File: config.mk
export PLATFORM = sky130hd
export DESIGN_NAME = tribus_arbiter
export DESIGN_NICKNAME = d
export VERILOG_FILES = /design/src/rtl/tribus_pkg.sv /design/src/rtl/tribus_arbiter_rr_pick.sv /design/src/rtl/tribus_arbiter.sv
export SDC_FILE = /design/constraint.sdc
export NUM_CORES = 1
export LEC_CHECK = 0
export ABC_AREA = 1
export CORE_ASPECT_RATIO = 1.1
export CORE_UTILIZATION = 45
export DETAILED_ROUTE_END_ITERATION = 16
export HOLD_SLACK_MARGIN = 0.02
export PLACE_DENSITY = 0.71
export SLEW_MARGIN = 10
export SYNTH_ARGS = -nofsm -noshare
export SYNTH_HDL_FRONTEND = slang
export SYNTH_HIERARCHICAL = 1
export SYNTH_SLANG_ARGS = --single-unit
export TNS_END_PERCENT = 100
File: constraint.sdc
create_clock -name clk -period 2.1 [get_ports clk]
set_input_delay 0.315 -clock clk [delete_from_list [all_inputs] [get_ports clk]]
set_output_delay 0.315 -clock clk [all_outputs]
set_load 0.02 [all_outputs]
File: src/rtl/tribus_pkg.sv
// Shared dual-rail 4-valued encoding, arbiter state type and decoder.
// Encoding of {b1,b0}: 00 = 0, 01 = 1, 10 = Z, 11 = X.
package tribus_pkg;

    localparam logic [1:0] L0 = 2'b00;
    localparam logic [1:0] L1 = 2'b01;
    localparam logic [1:0] LZ = 2'b10;
    localparam logic [1:0] LX = 2'b11;

    typedef enum logic [1:0] {
        IDLE,
        OWN,
        TURN
    } state_t;

    typedef struct packed {
        logic is0;
        logic is1;
        logic isz;
        logic isx;
    } dr_t;

    function automatic dr_t dr_decode(input logic b1, input logic b0);
        dr_t d;
        d.is0 = ({b1, b0} == L0);
        d.is1 = ({b1, b0} == L1);
        d.isz = ({b1, b0} == LZ);
        d.isx = ({b1, b0} == LX);
        return d;
    endfunction

endpackage

File: src/rtl/tribus_arbiter_rr_pick.sv
// Combinational round-robin picker: first valid index after ptr, wrapping modulo N.
// Zero latency; no flow control.
module rr_pick #(
    parameter int N  = 4,
    parameter int IW = $clog2(N)
) (
    input  logic [N-1:0]  valid,
    input  logic [IW-1:0] ptr,
    output logic          any,
    output logic [IW-1:0] winner
);

    logic [IW-1:0] idx;

    // Scanning from farthest to nearest leaves the nearest valid index after ptr.
    always_comb begin
        any    = 1'b0;
        winner = '0;
        idx    = '0;
        for (int i = N; i >= 1; i--) begin
            idx = IW'((int'(ptr) + i) % N);
            if (valid[idx]) begin
                any    = 1'b1;
                winner = idx;
            end
        end
    end

endmodule

File: src/rtl/tribus_arbiter.sv
// Round-robin owner sequencer for a shared tristate bus with Z turnaround and hold limit.
// Enable follows a request by one cycle; an owner yields after MAX_HOLD cycles only to a rival.
module tribus_arbiter
    import tribus_pkg::*;
#(
    parameter int N        = 4,
    parameter int TURN_CYC = 1,
    parameter int MAX_HOLD = 8
) (
    input  logic                 clk,
    input  logic                 rst,
    input  logic [N-1:0]         req_b1,
    input  logic [N-1:0]         req_b0,
    input  logic                 bus_b1,
    input  logic                 bus_b0,
    input  logic                 err_clr,
    output logic [N-1:0]         en_b1,
    output logic [N-1:0]         en_b0,
    output logic                 gnt_valid,
    output logic [$clog2(N)-1:0] gnt_id,
    output logic                 req_err,
    output logic                 bus_err
);

    localparam int IW = $clog2(N);
    localparam int HW = $clog2(MAX_HOLD + 1);
    localparam int TW = $clog2(TURN_CYC + 1);

    state_t        state, state_nxt;
    logic [N-1:0]  en_nxt;
    logic          gv_nxt;
    logic [IW-1:0] gid_nxt, ptr, ptr_nxt;
    logic [HW-1:0] hold_cnt, hold_nxt;
    logic [TW-1:0] turn_cnt, turn_nxt;

    logic [N-1:0]  req_vld, req_bad, others;
    logic          bus_x, bus_drv, bus_set, turn_last;
    logic          pick_any;
    logic [IW-1:0] pick_id;
    dr_t           rd, bd;

    always_comb begin
        req_vld = '0;
        req_bad = '0;
        rd      = '0;
        for (int i = 0; i < N; i++) begin
            rd         = dr_decode(req_b1[i], req_b0[i]);
            req_vld[i] = rd.is1 & ~rd.is0;
            req_bad[i] = rd.isz | rd.isx;
        end
        bd      = dr_decode(bus_b1, bus_b0);
        bus_x   = bd.isx & ~bd.isz;
        bus_drv = bd.is0 | bd.is1;
    end

    rr_pick #(.N(N), .IW(IW)) u_pick (
        .valid  (req_vld),
        .ptr    (ptr),
        .any    (pick_any),
        .winner (pick_id)
    );

    assign en_b1     = '0;
    assign turn_last = (state == TURN) && (turn_cnt == TW'(TURN_CYC - 1));

    // First OWN cycle and early TURN cycles are settling windows for the bus.
    assign bus_set = ((state == OWN) && (hold_cnt != '0) && bus_x) ||
                     (((state == IDLE) || turn_last) && bus_drv);

    always_comb begin
        state_nxt = state;
        en_nxt    = en_b0;
        gv_nxt    = gnt_valid;
        gid_nxt   = gnt_id;
        ptr_nxt   = ptr;
        hold_nxt  = hold_cnt;
        turn_nxt  = turn_cnt;
        others    = req_vld;
        others[gnt_id] = 1'b0;
        case (state)
            IDLE, TURN: begin
                if (state == TURN && !turn_last) begin
                    turn_nxt = turn_cnt + TW'(1);
                end else if (pick_any) begin
                    state_nxt       = OWN;
                    en_nxt          = '0;
                    en_nxt[pick_id] = 1'b1;
                    gv_nxt          = 1'b1;
                    gid_nxt         = pick_id;
                    ptr_nxt         = pick_id;
                    hold_nxt        = '0;
                end else begin
                    state_nxt = IDLE;
                end
            end
            OWN: begin
                if (!req_vld[gnt_id] ||
                    ((hold_cnt == HW'(MAX_HOLD - 1)) && (|others))) begin
                    state_nxt = TURN;
                    en_nxt    = '0;
                    gv_nxt    = 1'b0;
                    turn_nxt  = '0;
                end else if (hold_cnt != HW'(MAX_HOLD)) begin
                    hold_nxt = hold_cnt + HW'(1);
                end
            end
            default: begin
                state_nxt = IDLE;
                en_nxt    = '0;
                gv_nxt    = 1'b0;
            end
        endcase
    end

    always_ff @(posedge clk or posedge rst) begin
        if (rst) begin
            state     <= IDLE;
            en_b0     <= '0;
            gnt_valid <= 1'b0;
            gnt_id    <= '0;
            ptr       <= IW'(N - 1);
            hold_cnt  <= '0;
            turn_cnt  <= '0;
            req_err   <= 1'b0;
            bus_err   <= 1'b0;
        end else begin
            state     <= state_nxt;
            en_b0     <= en_nxt;
            gnt_valid <= gv_nxt;
            gnt_id    <= gid_nxt;
            ptr       <= ptr_nxt;
            hold_cnt  <= hold_nxt;
            turn_cnt  <= turn_nxt;
            req_err   <= (|req_bad) | (req_err & ~err_clr);
            bus_err   <= bus_set | (bus_err & ~err_clr);
        end
    end

endmodule

==> Implementation_results.wiki <==
{| class="wikitable"
! Metric !! Value
|-
| Count of antenna diodes in the layout || 0
|-
| CORE AREA || 2590 um^2
|-
| Leading cell type by number of instances after synthesis || sky130_fd_sc_hd__nand2_1
|-
| Critical Path Sink Type || register
|-
| Maximum fanout count along the critical path || 5
|-
| Clock transition at the registers of the reported paths || about 100 ps
|-
| Clock network latency to the later pin of the worst-skew pair || between 200 and 300 ps
|-
| Switching power summed over all nets || between 0.9 and 1 mW
|-
| Routed WL || between 2 and 3 mm
|-
| Wire length of the first global-routing pass || approximately 4.5 mm
|-
| All-Layer GR Usage || 19.5%
|-
| Final design utilization || between 50% and 60%
|-
| Slowest library cell on the worst path || sky130_fd_sc_hd__clkdlybuf4s50_1
|-
| Switching part of the total power || between 40% and 50%
|-
| CTS tree || built
|-
| GRT Residual Overflow || 0
|-
| First-pass DRT Iterations || 4
|-
| CP Buf/Inv Count || 4
|-
| CP peak stage delay || around 480 ps
|-
| Status || finished clean
|-
| Vias in the first global route || ~1100
|-
| CTS H-tree lvls || 1
|-
| Worst hold-check path type || input port to asynchronous set/reset pin
|-
| Most used cell, CP || sky130_fd_sc_hd__nand2_1
|-
| Async set-reset flop share out of synthesis || 100%
|-
| Family of cells with the greatest summed delay on the critical path || simple AND/OR/NAND/NOR gates
|-
| Total Nets Final || 229
|-
| Unrepaired setup endpoints after global routing || false
|-
| Final-report hold violation count || 0
|-
| Die span in x || between 50 and 60 um
|-
| Most used flip-flop cell after synthesis || sky130_fd_sc_hd__dfrtp_1
|-
| Remaining antenna violation count after routing || 0
|-
| Signed area change from the synthesized netlist to the final layout || 20.7%
|-
| Antenna violations before repair || 0
|-
| Sum of net half-perimeters after detailed placement || 2.13 mm
|-
| Largest area contributor in the synthesized netlist || sky130_fd_sc_hd__dfrtp_1
|-
| Fraction of final layout cells with drive strength greater than 1 || about 18%
|-
| Register share of total power || about a third
|-
| Post-route minimum period || roughly 1800 ps
|-
| Worst IR Drop VDD || a little under 1 mV
|-
| Synth cell count leaders || sky130_fd_sc_hd__nand2_1, sky130_fd_sc_hd__inv_1, sky130_fd_sc_hd__dfrtp_1, sky130_fd_sc_hd__nand3_1, sky130_fd_sc_hd__nor2_1
|-
| Deepest clock path buffer count || 2
|-
| Worst path arrival time || roughly 2000 ps
|-
| Pin count of the biggest net entering global routing || 19
|-
| Maximum operating frequency || roughly 550 MHz
|-
| Netlist cell types || 27
|-
| Post-CTS Setup Inserts || 0
|-
| Final weighted congestion in routability-driven placement || ~0.8
|-
| Area enclosed by the die boundary || between 3000 and 4000 um^2
|-
| Transition time of the tightest slew-check pin || around 650 ps
|-
| Number of placement rows || 19
|-
| Iteration-0 DRC count of the detailed router || 27
|-
| # resized after CTS || 0
|-
| Total Power Consumption || about 1.9 mW
|-
| Synth top area share || a little under a third
|-
| Total of flip-flops plus latches after synthesis || 18
|-
| Number of endpoints failing setup at the final stage || 0
|-
| Fill cells || 234
|-
| Area occupied by multi-input gates || ~650 um^2
|-
| DR vias || 1174
|-
| Startpoint of the most critical setup path || req_b1[1]
|-
| I/O pin cnt || 26
|-
| PwrDens || between 1000 and 1500 nW/um^2
|-
| Synthesis Warnings || 6
|-
| Cells taking the most area after synthesis || sky130_fd_sc_hd__dfrtp_1, sky130_fd_sc_hd__nand2_1, sky130_fd_sc_hd__inv_1
|-
| TritonCTS buffer count || 3
|-
| Layout Skew || ~6 ps
|-
| Mean number of vias per cell || 4.81
|-
| Startpoint of the most critical register-to-register path || ptr[0]$_DFFE_PP1P_
|-
| Max-slew violation count || 0
|-
| Post-detailed-route wirelength per cell || between 10 and 15 um
|-
| Critical path launch point type || input port
|-
| Combinational group share of total power || a little under three fifths
|-
| Synthesized area divided by synthesized cell count || 6.71 um^2
|-
| Post-synthesis instance area || 1270 um^2
|-
| Hold buffer count at CTS || 0
|-
| Number of remaining DRC errors || 0
|-
| CP cell instances || clkdlybuf4s50_1, inv_1, nand2_1, inv_1, inv_1, nand2_1, and2_4, nor2_2, nand2_1, a21oi_1, a21oi_2, nand2_2, nand2_1, nand2_1
|-
| Total area of sequential cells || between 400 and 500 um^2
|-
| Data required, critical path || ~2300 ps
|-
| # port buffers || 21
|-
| Overall die height || between 50 and 60 um
|-
| Internal Power || between 0.9 and 1 mW
|-
| Fraction of the yosys area taken by sequential cells || between 30% and 40%
|-
| Clock power frac || 11.0%
|-
| Initial standard-cell utilization of the core || about 50%
|-
| Post-synth EDFFs || 0
|-
| Worst slew margin relative to its limit || ~56%
|-
| Post-Synthesis Cells || 189
|-
| Final period utilization || about 87%
|-
| Max_cap viols || 0
|-
| Leakage power || around 0.82 nW
|-
| CTS sink cnt || 18
|-
| WS Path Type || input port to register
|-
| Clock root buffer master || sky130_fd_sc_hd__clkbuf_4
|}
## state kept, by name (all words and copies together), names as in the netlist
register / cells
turn_cnt: 1
state: 2
bus_err: 1
req_err: 1
en_b0: 4
hold_cnt: 4
gnt_valid: 1
ptr: 2
gnt_id: 2
## layer usage
layer  GRT usage [%]  vias up  wire length [um]
met2            35.6       14              1390
met5               0        -                 0
met3            2.10        6                35
met4            6.39        0                42
li1                -      607                 -
met1            23.4      547              1190
## per-stage QoR
step | instance area (um^2) | hold WS (ps) | setup WS (ps) | cells | setup TNS, ps
after floorplan | 1280 | 252 | 520 | 192 | 0
after global placement | 1500 | 457 | 54.8 | 240 | 0
after detailed placement | 1500 | 463 | -1.96 | 240 | -1.96
after CTS | 1530 | 433 | 290 | 244 | 0
after global routing | 1530 | 477 | 138 | 244 | 0
final | 1530 | 401 | 274 | 244 | 0
## power groups by stage
stage                     clock network [mW]  registers [mW]  logic [mW]
after floorplan                            0           0.646       0.748
after global placement                     0           0.617        1.04
after detailed placement                   0           0.622        1.07
after CTS                              0.215           0.616        1.08
after global routing                   0.231           0.632        1.22
final                                  0.210           0.616        1.08
## cell type report
cell class | count | share of cell area (%)
multi-input combinational | 135 | 42.6
sequential | 18 | 29.6
timing repair buffer | 22 | 14.2
inverter | 34 | 8.66
tap | 31 | 2.53
clock buffer | 4 | 2.37
## cells in the final DEF, fill, tap and decap left out, drive strengths merged
master / Yosys / layout
nand2: 78 / 78
inv: 34 / 34
clkdlybuf4s50: 0 / 21
nor2: 20 / 20
dfrtp: 16 / 16
nand3: 15 / 15
conb: 1 / 4
a21oi: 4 / 4
clkbuf: 0 / 4
o21ai: 4 / 4
nand4: 2 / 2
ha: 2 / 2
dfstp: 2 / 2
a31o: 1 / 1
nor3b: 1 / 1
o211ai: 1 / 1
xor2: 1 / 1
buf: 5 / 1
and2: 1 / 1
a21boi: 1 / 1
## path summary, 6_finish.rpt
kind	slack [ps]	cells after the start	endpoint
max	270	14	hold_cnt[3]$_DFFE_PP0P_
min	400	2	gnt_valid$_DFFE_PP0P_
max reg2reg	280	9	hold_cnt[3]$_DFFE_PP0P_
min reg2reg	490	2	en_b0[1]$_DFFE_PP0P_
max in group asynchronous	1280	2	hold_cnt[3]$_DFFE_PP0P_
min in group clk	490	2	en_b0[1]$_DFFE_PP0P_
## cell families (layout without fill, tap and decap cells)
group / count (synthesis) / count (layout) / share of synthesized area, %
other cells: 1 / 4 / 0.296
xor+xnor: 1 / 1 / 0.690
flops: 18 / 18 / 35.7
buf+inv: 39 / 60 / 13.7
compound gates: 11 / 11 / 5.92
fa+ha+maj: 2 / 2 / 1.97
simple gates: 117 / 117 / 41.7
Note: power is estimated with default switching activity, not from simulation.
